===== src/rtl/cfg_sreg_pkg.sv =====
// Shared state type and default sizing for the configuration shift-register loader.
package cfg_sreg_pkg;

    localparam int CFG_SREG_WIDTH = 32;
    localparam int CFG_SCLK_DIV   = 4;

    typedef enum logic [1:0] {
        IDLE,
        LOW,
        HIGH,
        LATCH
    } state_t;

endpackage


===== src/rtl/cfg_sclk_gen.sv =====
// Phase timer: pulses o_phase_end on the last cycle of every CLKDIV-cycle phase
// while enabled; held at zero when disabled or in reset.
module cfg_sclk_gen
    import cfg_sreg_pkg::*;
#(
    parameter int CLKDIV = CFG_SCLK_DIV
) (
    input  logic i_clk,
    input  logic i_rst,
    input  logic i_en,
    output logic o_phase_end
);

    localparam int            CW   = $clog2(CLKDIV + 1);
    localparam logic [CW-1:0] LAST = CW'(CLKDIV - 1);

    logic [CW-1:0] r_cnt;
    logic          w_phase_end;

    assign w_phase_end = i_en && (r_cnt == LAST);

    always_ff @(posedge i_clk) begin
        if (i_rst || !i_en || w_phase_end) begin
            r_cnt <= '0;
        end else begin
            r_cnt <= r_cnt + CW'(1);
        end
    end

    assign o_phase_end = w_phase_end;

endmodule


===== src/rtl/cfg_sreg_loader.sv =====
// Serializes a parallel configuration word onto sclk_o/sdata_o, captures sdo_i
// for readback and strobes latch_o once the last bit has been shifted.
module cfg_sreg_loader
    import cfg_sreg_pkg::*;
#(
    parameter int WIDTH     = CFG_SREG_WIDTH,
    parameter int CLKDIV    = CFG_SCLK_DIV,
    parameter bit MSB_FIRST = 1'b1
) (
    input  logic             wb_clk_i,
    input  logic             wb_rst_i,
    input  logic             cmd_valid_i,
    output logic             cmd_ready_o,
    input  logic [WIDTH-1:0] cmd_data_i,
    output logic             busy_o,
    output logic             done_o,
    output logic [WIDTH-1:0] rdata_o,
    output logic             sclk_o,
    output logic             sdata_o,
    input  logic             sdo_i,
    output logic             latch_o
);

    localparam int            BW       = $clog2(WIDTH + 1);
    localparam logic [BW-1:0] LAST_BIT = BW'(WIDTH - 1);

    state_t           r_state, w_state_nxt;
    logic [WIDTH-1:0] r_shift, r_rdata, w_sdo_ext, w_cap;
    logic [BW-1:0]    r_bit;
    logic             w_en, w_phase_end, w_accept, w_last_bit;
    logic             r_ready, r_busy, r_done, r_sclk, r_sdata, r_latch;
    logic             w_ready_nxt, w_busy_nxt, w_done_nxt, w_sclk_nxt, w_latch_nxt;

    assign w_en       = (r_state != IDLE);
    assign w_accept   = r_ready && cmd_valid_i;
    assign w_last_bit = (r_bit == LAST_BIT);

    cfg_sclk_gen #(
        .CLKDIV (CLKDIV)
    ) u_sclk_gen (
        .i_clk       (wb_clk_i),
        .i_rst       (wb_rst_i),
        .i_en        (w_en),
        .o_phase_end (w_phase_end)
    );

    always_comb begin
        w_state_nxt = r_state;
        case (r_state)
            IDLE:    if (w_accept)    w_state_nxt = LOW;
            LOW:     if (w_phase_end) w_state_nxt = HIGH;
            HIGH:    if (w_phase_end) w_state_nxt = w_last_bit ? LATCH : LOW;
            LATCH:   if (w_phase_end) w_state_nxt = IDLE;
            default:                  w_state_nxt = IDLE;
        endcase
    end

    // Outputs are decoded from the next state so every port comes straight from a flop.
    always_comb begin
        w_busy_nxt  = (w_state_nxt != IDLE);
        w_ready_nxt = !w_busy_nxt;
        w_sclk_nxt  = (w_state_nxt == HIGH);
        w_latch_nxt = (w_state_nxt == LATCH);
        w_done_nxt  = (r_state == LATCH) && w_phase_end;
    end

    always_ff @(posedge wb_clk_i) begin
        if (wb_rst_i) begin
            r_state <= IDLE;
            r_ready <= 1'b1;
            r_busy  <= 1'b0;
            r_done  <= 1'b0;
            r_sclk  <= 1'b0;
            r_latch <= 1'b0;
        end else begin
            r_state <= w_state_nxt;
            r_ready <= w_ready_nxt;
            r_busy  <= w_busy_nxt;
            r_done  <= w_done_nxt;
            r_sclk  <= w_sclk_nxt;
            r_latch <= w_latch_nxt;
        end
    end

    always_comb begin
        w_sdo_ext    = '0;
        w_sdo_ext[0] = sdo_i;
        if (MSB_FIRST) begin
            w_cap = (r_rdata << 1) | w_sdo_ext;
        end else begin
            w_cap = (r_rdata >> 1) | (w_sdo_ext << (WIDTH - 1));
        end
    end

    // The first bit goes straight to sdata_o on accept; r_shift keeps the rest queued.
    always_ff @(posedge wb_clk_i) begin
        if (wb_rst_i) begin
            r_shift <= '0;
            r_rdata <= '0;
            r_bit   <= '0;
            r_sdata <= 1'b0;
        end else if (w_accept) begin
            r_rdata <= '0;
            r_bit   <= '0;
            if (MSB_FIRST) begin
                r_sdata <= cmd_data_i[WIDTH-1];
                r_shift <= cmd_data_i << 1;
            end else begin
                r_sdata <= cmd_data_i[0];
                r_shift <= cmd_data_i >> 1;
            end
        end else if (w_phase_end) begin
            if (r_state == LOW) begin
                r_rdata <= w_cap;
            end else if ((r_state == HIGH) && !w_last_bit) begin
                r_bit   <= r_bit + BW'(1);
                r_sdata <= MSB_FIRST ? r_shift[WIDTH-1] : r_shift[0];
                r_shift <= MSB_FIRST ? (r_shift << 1) : (r_shift >> 1);
            end
        end
    end

    assign cmd_ready_o = r_ready;
    assign busy_o      = r_busy;
    assign done_o      = r_done;
    assign sclk_o      = r_sclk;
    assign sdata_o     = r_sdata;
    assign latch_o     = r_latch;
    assign rdata_o     = r_rdata;

endmodule


===== config.mk =====
export PLATFORM = sky130hd
export DESIGN_NAME = cfg_sreg_loader
export DESIGN_NICKNAME = d
export VERILOG_FILES = /design/src/rtl/cfg_sreg_pkg.sv /design/src/rtl/cfg_sclk_gen.sv /design/src/rtl/cfg_sreg_loader.sv
export SDC_FILE = /design/constraint.sdc
export NUM_CORES = 1
export LEC_CHECK = 0
export ABC_CLOCK_PERIOD_IN_PS = 2120
export CAP_MARGIN = 20
export CORE_ASPECT_RATIO = 0.7
export CORE_UTILIZATION = 40
export CTS_BUF_LIST = sky130_fd_sc_hd__clkbuf_4
export DETAILED_ROUTE_END_ITERATION = 16
export GPL_TIMING_DRIVEN = 0
export PLACE_DENSITY = 0.67
export SLEW_MARGIN = 40
export SYNTH_ARGS = -nofsm -noshare
export SYNTH_HDL_FRONTEND = slang
export SYNTH_SLANG_ARGS = --single-unit

===== constraint.sdc =====
create_clock -name wb_clk_i -period 2.12 [get_ports wb_clk_i]
set_input_delay 0.424 -clock wb_clk_i [delete_from_list [all_inputs] [get_ports wb_clk_i]]
set_output_delay 0.424 -clock wb_clk_i [all_outputs]
set_load 0.02 [all_outputs]

[After elaboration in Yosys (flattened, before gate mapping)]
Cells that the tools add are included.
Cells by class
  bitwise gates (word level): 2
  equality and inequality tests: 8
  reductions and logical operators: 18
  add/subtract/negate cells: 2
  muxes and demuxes: 14
Operators with widths (count)
  $mux 32: 4
  $or 32x1->32: 1
  $mux 2: 5
  $eq 2x2->1 const B: 4
  $pmux 2 s4: 1
  $reduce_bool 2->1: 4
  $add 6x1->6 const B: 1
  $eq 6x5->1 const B: 1
  $reduce_and 3->1: 2
  $logic_and 1x1->1: 4
  $mux 1: 4
  $add 3x1->3 const B: 1
  $eq 3x2->1 const B: 1
  $logic_not 1->1: 3
  $eq 2x1->1 const B: 1
  $logic_not 2->1: 1
  $logic_or 1x1->1: 2
  $ne 2x2->1 const B: 1
  $reduce_and 2->1: 1
  $reduce_or 2->1: 1
  $not 1->1: 1
Word-level totals
  input port bits: 36
  output and inout port bits: 38
  word-level logic and storage cells: 55
  bits in registers: 80

[Depth between registers and ports, before layout]
Gate-level depths: netlist of run 1.
  depth in word-level cells: 7
  depth in mapped cells: 8
  gate-level depth less buffers: 6

[Modules after synthesis]
Synthesis of run 1 repeated with hierarchy kept, for this count alone.
Second synthesis, totals
  cells, all modules: 396
  area, all modules: 3383.2 µm²
By module, submodules not included
  cfg_sreg_loader: times used 1, area each 3256.9 µm², seq. area each 1541.5 µm², cells each 386
  cfg_sclk_gen: times used 1, area each 126.4 µm², seq. area each 60.1 µm², cells each 10

[Least setup slack after synthesis of run 1]
No wires, ideal clock.
  kind: reg-to-reg
  start: register u_sclk_gen.r_cnt[0]
  end: register r_shift[15]
  path slack: 0.498 ns
  clock period less this slack: 1.622 ns
  buffers on the path: 2
  data arrival time: 1.479 ns
  library setup time: 0.143 ns
  cell stages (with the launch flop): 9
  data required time: 1.977 ns
  cells stage by stage: dfxtp_1 > ha_1 > ha_1 > and3b_2 > o21a_4 > buf_8 > buf_12 > a21oi_2 > a211oi_2
On the way
  cells in the longest elaborated chain, start to end: 4
RTL lines
  from (decl): line cfg_sclk_gen.sv:17  | logic [CW-1:0] r_cnt;
  from (signal assigned): line cfg_sclk_gen.sv:26  | r_cnt <= r_cnt + CW'(1);
  $eq 3x2->1: line cfg_sclk_gen.sv:20  | assign w_phase_end = i_en && (r_cnt == LAST);
  $logic_and 1x1->1: line cfg_sclk_gen.sv:20
  $reduce_bool 2->1 (no source line)
  $reduce_and 3->1 (no source line)
  to (signal assigned): line cfg_sreg_loader.sv:107  | r_shift <= cmd_data_i << 1;
  to (signal assigned): line cfg_sreg_loader.sv:110  | r_shift <= cmd_data_i >> 1;
  to (signal assigned): line cfg_sreg_loader.sv:118  | r_shift <= MSB_FIRST ? (r_shift << 1) : (r_shift >> 1);
  to (decl): line cfg_sreg_loader.sv:28  | logic [WIDTH-1:0] r_shift, r_rdata, w_sdo_ext, w_cap;
No other way between the ends.
A chain may end at the register's enable or synchronous reset.

[Worst setup path after layout of run 1]
  start: register r_rdata[11] (netlist: rdata_o[11])
  end: output rdata_o[11]
RTL lines
  from (decl): line cfg_sreg_loader.sv:28
  from (signal assigned): line cfg_sreg_loader.sv:114  | r_rdata <= w_cap;
  to (decl): line cfg_sreg_loader.sv:17  | output logic [WIDTH-1:0] rdata_o,
No word-level cell between the ends.

==> results of run 1 <==
cell usage after synthesis, drive strengths merged:
cell type,n,share of area
nand2,99,0.11
dfxtp,80,0.48
a21oi,66,0.11
nor2,45,0.051
a211oi,27,0.078
buf,21,0.045
clkbuf,11,0.012
a221oi,5,0.013
ha,3,0.011
inv,3,0.0034
nand2b,3,0.0057
nand3,3,0.0045
o21bai,3,0.0068
and2,2,0.0038
mux2i,2,0.0060
nand3b,2,0.0045
nor3,2,0.0030
nor4,2,0.0038
o211ai,2,0.0045
o21ai,2,0.0064
a41o,1,0.0030
and3b,1,0.0030
nand4,1,0.0064
nor4b,1,0.0026
o21a,1,0.0045
o31ai,1,0.0023
o41ai,1,0.0026
xnor2,1,0.0026
xor2,1,0.0026
worst paths after layout:
check / to / depth (start not counted) / start / slack [ps]
max: rdata_o[11] / 1 / rdata_o[11] / 240
min: u_sclk_gen.r_cnt[0] / 1 / u_sclk_gen.r_cnt[0] / 440
max reg2reg: r_shift[23] / 6 / r_bit[0] / 250
min reg2reg: u_sclk_gen.r_cnt[0] / 1 / u_sclk_gen.r_cnt[0] / 440
per-stage QoR:
stage | std cells | cell area (um^2) | utilization | power, W | TNS, ps
after floorplan | 392 | 3310 | - | 0.00181 | 0
after global placement | 565 | 4160 | 0.524 | 0.00193 | -21.4
after detailed placement | 565 | 4160 | 0.524 | 0.00194 | -197
after CTS | 581 | 4310 | 0.543 | 0.00290 | 0
after global routing | 581 | 4310 | 0.543 | 0.00301 | 0
final | 581 | 4310 | 0.543 | 0.00287 | 0
final cells by class:
type / instances / share of cell area
inverters: 3 / 0.00261
clock buffers: 9 / 0.0157
clock inverters: 7 / 0.0192
multi-input cells: 277 / 0.351
plain buffers: 32 / 0.0441
flip-flops and latches: 80 / 0.371
repair buffers: 72 / 0.167
well taps: 101 / 0.0293
cell families after synthesis:
group	Yosys count	share of synthesized area
AOI/OAI and AO/OA	109	0.232
xor gates and xnor gates	2	0.00529
adders and majority gates	3	0.0113
buffers and inverters	35	0.0608
DFF	80	0.484
muxes	2	0.00604
and+or+nand+nor	161	0.201
flip-flops by register name (all words and copies together), names as in the netlist:
| signal | flops |
|---|---|
| sclk_o | 1 |
| busy_o | 1 |
| r_state | 2 |
| sdata_o | 1 |
| done_o | 1 |
| cmd_ready_o | 1 |
| latch_o | 1 |
| r_shift | 31 |
| r_bit | 6 |
| rdata_o | 32 |
| u_sclk_gen.r_cnt | 3 |
metal layers:
| metal | share of wire | vias to the layer above | global-route usage | routed length [um] |
|---|---|---|---|---|
| met1 | 0.51 | 1360 | 0.247 | 3880 |
| li1 | - | 1504 | - | - |
| met5 | 0 | - | 0 | 0 |
| met2 | 0.44 | 63 | 0.281 | 3360 |
| met4 | 0.0041 | 0 | 0.0560 | 31 |
| met3 | 0.041 | 2 | 0.0533 | 308 |
timing repair:
| action | 4_1_cts | 5_1_grt |
|---|---|---|
| endpoints found under the setup margin | 0 | 5 |
| gates resized for setup | 0 | 1 |
| hold buffers | 0 | 0 |
power by group:
group | switching [W] | internal (W)
sequential | 0.0000345 | 0.00156
clock | 0.000582 | 0.000382
combinational | 0.000161 | 0.000147
==> qor.yml, run 1 <==
clocking:
  clock_latency_ps: 450
  cts_inserted_buffers: 9
  cts_setup_buffers: 0
  cts-root-buf: "clkbuf_4"
  htree_levels: 3
  clk_pin_slew_worst_paths_ps: 150
  cts.sinks: 80
  cts.path.max_buffers: 2
  cts_tree: "yes"
drt:
  routed_wl_um: 7590
  final_antenna_net_count: 0
  first_pass_iters: 4
  wl_per_cell_um: 13.1
  drt_iter0_markers: 146
  dr_total_vias: 2929
  route.detailed.drc: 0
  avgViaCountPerCell: 5.04
synth:
  synth.avg_cell_area_um2: 8.45
  syn_inst: 392
  ys_ff_latch: 80
  syn_area_um2: 3310
  ys_seq_area_frac: 0.484
  yosys_warnings: 0
  synth_cell_type_count: 37
  synth_nets: 431
setup_path:
  crit_slowest_cell: "clkdlybuf4s50_1"
  critical-path-top-delay-family: "buffers and inverters"
  crit_path_end_kind: "output pin"
  required_ps: 1700
  crit_buf_inv: 1
  crit_path_max_incr_delay_ps: 620
  start_kind: "flip-flop"
  cp_max_fo: 3
  crit_arrival_ps: 1460
  cp_cell_sequence: "clkdlybuf4s50_1"
  crit_type: "flip-flop to output pin"
place:
  dp_hpwl_um: 5560
  io_buffers: 72
  routabilityCongestion: 0.787
  pre_cts_ws_ps: -45.1
sta:
  rsz0062_at_grt: "false"
  fmax_mhz: 531
  timing.final.ws_setup_ps: 235
  skew_ps: 24.0
  slew_headroom: 0.563
  finalCritPeriodShare: 0.889
  slew_violations: 0
  whs_ps: 443
  finalHoldViolCount: 0
  tightest_slew_ps: 655
  layout_min_cycle_time_ps: 1880
  setup_viol: 0
global_routing:
  grt_usage: 0.182
  grt_pass1_wl_um: 12800
  antenna_found_initial: 0
  grt_pass1_vias: 2745
  grt.overflow.total: 0
  grt_max_degree: 17
pwr:
  ir_drop_mv: 0.345
  power_leakage_nw: 1.50
  cellPowerDensity_nw_per_um2: 666
min_path:
  min_path_type: "flip-flop to flip-flop"
floorplan:
  core_um2: 7940
  initial_core_util: 0.417
  io_pins: 74
  die_w_um: 111
  rows: 27
  die_h_um: 78.1
  design.die.area_um2: 8650
final_layout:
  final_common_cell: "nand2_1"
  seq_area_um2: 1600
  fin_nets: 514
  syn_to_final_growth_pct: 30.2
  drive_gt1_frac: 0.123
  final_cell_mix: "nand2_1, dfxtp_1, clkdlybuf4s50_1"
  fillers: 727
  antenna_cells: 0
  multi_input_area_um2: 1510
job:
  max-cap-violations: 0
outcome:
  outcome: "complete, no violations"
Note: power is estimated with default switching activity, not from simulation.
==> run 2: changes to the inputs <==
Settings changed: PLACE_DENSITY 0.67 to 0.65.
==> qor.yml, run 2 (same netlist as run 1, synthesis figures left out) <==
setup_path:
  crit_end: "rdata_o[4]"
  crit_path_end_kind: "flip-flop"
  cp_max_fo: 10
  crit_slowest_cell: "dfxtp_1"
  worst-path-stages: 8
  crit_type: "flip-flop to flip-flop"
  required_ps: 2460
  reg2reg_depth: 8
  crit_buf_inv: 2
  crit_path_max_incr_delay_ps: 360
  worstReg2RegEnd: "rdata_o[4]"
  worst-r2r-setup-slack_ps: 240
  crit_arrival_ps: 2220
  critical-path-top-delay-family: "buffers and inverters"
  startpoint: "u_sclk_gen.r_cnt[0]"
  start_kind: "flip-flop"
  cp_cell_sequence: "ha_1, ha_1, buf_2, nand2_1, nor2_1, buf_2, nand2_1, a21oi_1"
  rr_startpoint: "u_sclk_gen.r_cnt[0]"
final_layout:
  drive_gt1_frac: 0.117
  fin_nets: 514
  largest_register_ffs: 32
  final_cell_mix: "nand2_1, dfxtp_1, clkdlybuf4s50_1"
  antenna_cells: 0
  fin_cells: 581
  final_common_cell: "nand2_1"
  fillers: 757
  syn_to_final_growth_pct: 29.7
clocking:
  cts_tree: "yes"
  cts.path.max_buffers: 2
  clk_pin_slew_worst_paths_ps: 130
  cts-root-buf: "clkbuf_4"
  cts_inserted_buffers: 9
  cts_resized: 0
  cts_setup_buffers: 0
  clock_latency_ps: 420
  cts.sinks: 80
  cts_hold_buffers: 0
  htree_levels: 3
floorplan:
  core_um2: 7940
  rows: 27
  die_h_um: 78.1
  design.die.area_um2: 8650
  io_pins: 74
  initial_core_util: 0.417
  die_w_um: 111
sta:
  setup_viol: 0
  finalCritPeriodShare: 0.887
  fmax_mhz: 532
  tightest_slew_ps: 679
  whs_ps: 446
  finalHoldViolCount: 0
  slew_violations: 0
  slew_headroom: 0.547
  rsz0062_at_grt: "false"
  skew_ps: 21.3
  layout_min_cycle_time_ps: 1880
pwr:
  ir_drop_mv: 0.289
  cellPowerDensity_nw_per_um2: 646
  power_leakage_nw: 1.48
global_routing:
  grt.overflow.total: 0
  grt_max_degree: 14
  antenna_found_initial: 0
  grt_pass1_wl_um: 12900
  grt_usage: 0.181
  grt_pass1_vias: 2750
drt:
  final_antenna_net_count: 0
  first_pass_iters: 4
  wl_per_cell_um: 12.7
  drt_iter0_markers: 131
  route.detailed.drc: 0
  dr_total_vias: 2935
  routed_wl_um: 7390
  avgViaCountPerCell: 5.05
min_path:
  min_path_type: "flip-flop to flip-flop"
  hold_depth: 1
place:
  dp.cells: 565
  io_buffers: 72
  routabilityCongestion: 0.744
  dp_hpwl_um: 5350
job:
  max-cap-violations: 0
outcome:
  outcome: "complete, no violations"
[run 2: cell types whose count changed in the layout (fill, tap and decap cells not counted)]
cell	before	now
clkinv_4	1	0
clkinvlp_4	0	3
nor2_1	44	45
clkbuf_4	9	10
inv_6	5	0
clkinv_1	0	2
nor2_2	1	0
[run 2: cell type report]
type,count,area [um^2],share of cell area
Sequential cell,80,1600,0.373
Inverter,3,11.3,0.00262
Tap cell,101,126,0.0294
Clock inverter,6,60.1,0.0140
Clock buffer,10,75.1,0.0175
Multi-Input combinational cell,277,1510,0.351
Timing Repair Buffer,72,721,0.168
Buffer,32,190,0.0443
[run 2: worst min-delay path by stage]
stage | startpoint | to | slack, ps
CTS | u_sclk_gen.r_cnt[0] | u_sclk_gen.r_cnt[0] | 450
floorplan | u_sclk_gen.r_cnt[0] | u_sclk_gen.r_cnt[0] | 410
detailed placement | u_sclk_gen.r_cnt[0] | u_sclk_gen.r_cnt[0] | 430
global placement | u_sclk_gen.r_cnt[0] | u_sclk_gen.r_cnt[0] | 420
global route | u_sclk_gen.r_cnt[0] | u_sclk_gen.r_cnt[0] | 460
finish | u_sclk_gen.r_cnt[0] | u_sclk_gen.r_cnt[0] | 450
[run 2: power by group]
| part | total, W | leakage, nW | switching (W) | internal (W) |
|---|---|---|---|---|
| combinational | 0.000305 | 0.761 | 0.000158 | 0.000147 |
| sequential | 0.00160 | 0.653 | 0.0000335 | 0.00156 |
| clock | 0.000871 | 0.0637 | 0.000507 | 0.000365 |
| total | 0.00277 | 1.48 | 0.000698 | 0.00208 |
[run 2: per-layer routing]
metal  GRT usage  vias to the layer above  part of all wire
met1       0.250                     1367              0.52
met5           0                        -                 0
met3      0.0486                       11             0.043
li1            -                     1498                 -
met4      0.0547                        0             0.012
met2       0.278                       59              0.43
[run 2: through the flow]
| step | cell area [um^2] | power, W | util | worst slack, ps | TNS [ps] |
|---|---|---|---|---|---|
| global placement | 4160 | 0.00193 | 0.524 | -23.9 | -149 |
| detailed placement | 4160 | 0.00193 | 0.524 | -46.2 | -273 |
| global route | 4290 | 0.00291 | 0.541 | 31.7 | 0 |
| finish | 4290 | 0.00277 | 0.541 | 239 | 0 |
| floorplan | 3310 | 0.00181 | - | 498 | 0 |
| CTS | 4290 | 0.00280 | 0.541 | 242 | 0 |
==> run 3: changes to the inputs <==
Settings changed: CTS_BUF_LIST sky130_fd_sc_hd__clkbuf_4 to sky130_fd_sc_hd__clkbuf_2.
==> qor.yml, run 3 (same netlist as run 1, synthesis figures left out) <==
clocking:
  cts_inserted_buffers: 9
  cts.path.max_buffers: 2
  cts_hold_buffers: 0
  cts.sinks: 80
  cts_resized: 0
  cts_setup_buffers: 0
  htree_levels: 3
  clk_pin_slew_worst_paths_ps: 230
  cts_tree: "yes"
  cts-root-buf: "clkbuf_2"
  clock_latency_ps: 520
final_layout:
  drive_gt1_frac: 0.117
  antenna_cells: 0
  syn_to_final_growth_pct: 28.9
  fin_nets: 514
  final_cell_mix: "nand2_1, dfxtp_1, clkdlybuf4s50_1"
  largest_register_ffs: 32
  final_common_cell: "nand2_1"
  post-route-util: 0.538
place:
  io_buffers: 72
  dp_hpwl_um: 5350
  routabilityCongestion: 0.744
  pre_cts_ws_ps: -46.2
sta:
  layout_min_cycle_time_ps: 1970
  skew_ps: 34.4
  slew_headroom: 0.555
  finalHoldViolCount: 0
  slew_violations: 0
  finalCritPeriodShare: 0.929
  rsz0062_at_grt: "false"
  fmax_mhz: 508
  tightest_slew_ps: 667
  setup_viol: 0
  timing.final.ws_setup_ps: 150
setup_path:
  crit_arrival_ps: 1550
  start_kind: "flip-flop"
  cp_max_fo: 3
  required_ps: 1700
  crit_type: "flip-flop to output pin"
  crit_buf_inv: 1
  crit_path_end_kind: "output pin"
  crit_slowest_cell: "clkdlybuf4s50_1"
  reg2reg_depth: 8
  worst-path-stages: 1
  cp_cell_sequence: "clkdlybuf4s50_1"
  crit_path_max_incr_delay_ps: 620
  critical-path-top-delay-family: "buffers and inverters"
pwr:
  p_comb_frac: 0.114
  switching_power_w: 0.000704
  ir_drop_mv: 0.284
  p_sw_frac: 0.262
  p_int_w: 0.00198
  sequentialPowerShare: 0.596
  power_leakage_nw: 1.47
  cellPowerDensity_nw_per_um2: 629
  clkPwrFrac: 0.291
drt:
  final_antenna_net_count: 0
  wl_per_cell_um: 12.8
  routed_wl_um: 7420
  dr_total_vias: 2932
  avgViaCountPerCell: 5.05
  first_pass_iters: 6
  route.detailed.drc: 0
  drt_iter0_markers: 141
floorplan:
  die_h_um: 78.1
  io_pins: 74
  initial_core_util: 0.417
  die_w_um: 111
  design.die.area_um2: 8650
  rows: 27
  core_um2: 7940
min_path:
  hold_depth: 3
  min_path_type: "primary input to flip-flop"
global_routing:
  grt_max_degree: 14
  grt_pass1_wl_um: 12900
  antenna_found_initial: 0
  grt.overflow.total: 0
  grt_usage: 0.183
  grt_pass1_vias: 2740
job:
  max-cap-violations: 0
outcome:
  outcome: "complete, no violations"
-- run 3: cell counts in the layout (fill, tap and decap cells not counted) --
Identical to the previous run, type by type.
-- run 3: worst paths after layout --
check	startpoint	endpoint	slack [ps]
max reg2reg	u_sclk_gen.r_cnt[0]	rdata_o[26]	220
min	wb_rst_i	done_o	350
min reg2reg	rdata_o[17]	rdata_o[18]	440
max	rdata_o[21]	rdata_o[21]	150
-- run 3: power groups by stage --
| stage | clock network, W | registers, W | logic [W] |
|---|---|---|---|
| floorplan | 0 | 0.00163 | 0.000182 |
| detailed placement | 0 | 0.00163 | 0.000305 |
| CTS | 0.000807 | 0.00160 | 0.000307 |
| global placement | 0 | 0.00163 | 0.000301 |
| finish | 0.000781 | 0.00160 | 0.000305 |
| global route | 0.000873 | 0.00161 | 0.000341 |
-- run 3: layout make-up --
cell class	instances	area, um^2
tap	101	126
clock inverter	6	60.1
sequential	80	1600
inverter	3	11.3
clock buffer	10	50.0
timing repair buffer	72	721
fill	756	3670
buffer	32	190
multi-input combinational	277	1510
-- run 3: metrics by stage --
step	TNS (ps)	std cells	hold WS [ps]	power (W)	cell area (um^2)
3_5_place_dp	-273	565	427	0.00193	4160
2_1_floorplan	0	392	407	0.00181	3310
6_report	0	581	350	0.00269	4270
3_3_place_gp	-149	565	417	0.00193	4160
5_1_grt	0	581	350	0.00282	4270
4_1_cts	0	581	322	0.00271	4270
-- run 3: routing by layer --
| metal | global-route usage | wire [um] | vias up |
|---|---|---|---|
| met1 | 0.250 | 3880 | 1373 |
| met5 | 0 | 0 | - |
| met4 | 0.0547 | 55 | 0 |
| met2 | 0.279 | 3200 | 58 |
| li1 | - | - | 1495 |
| met3 | 0.0533 | 288 | 6 |
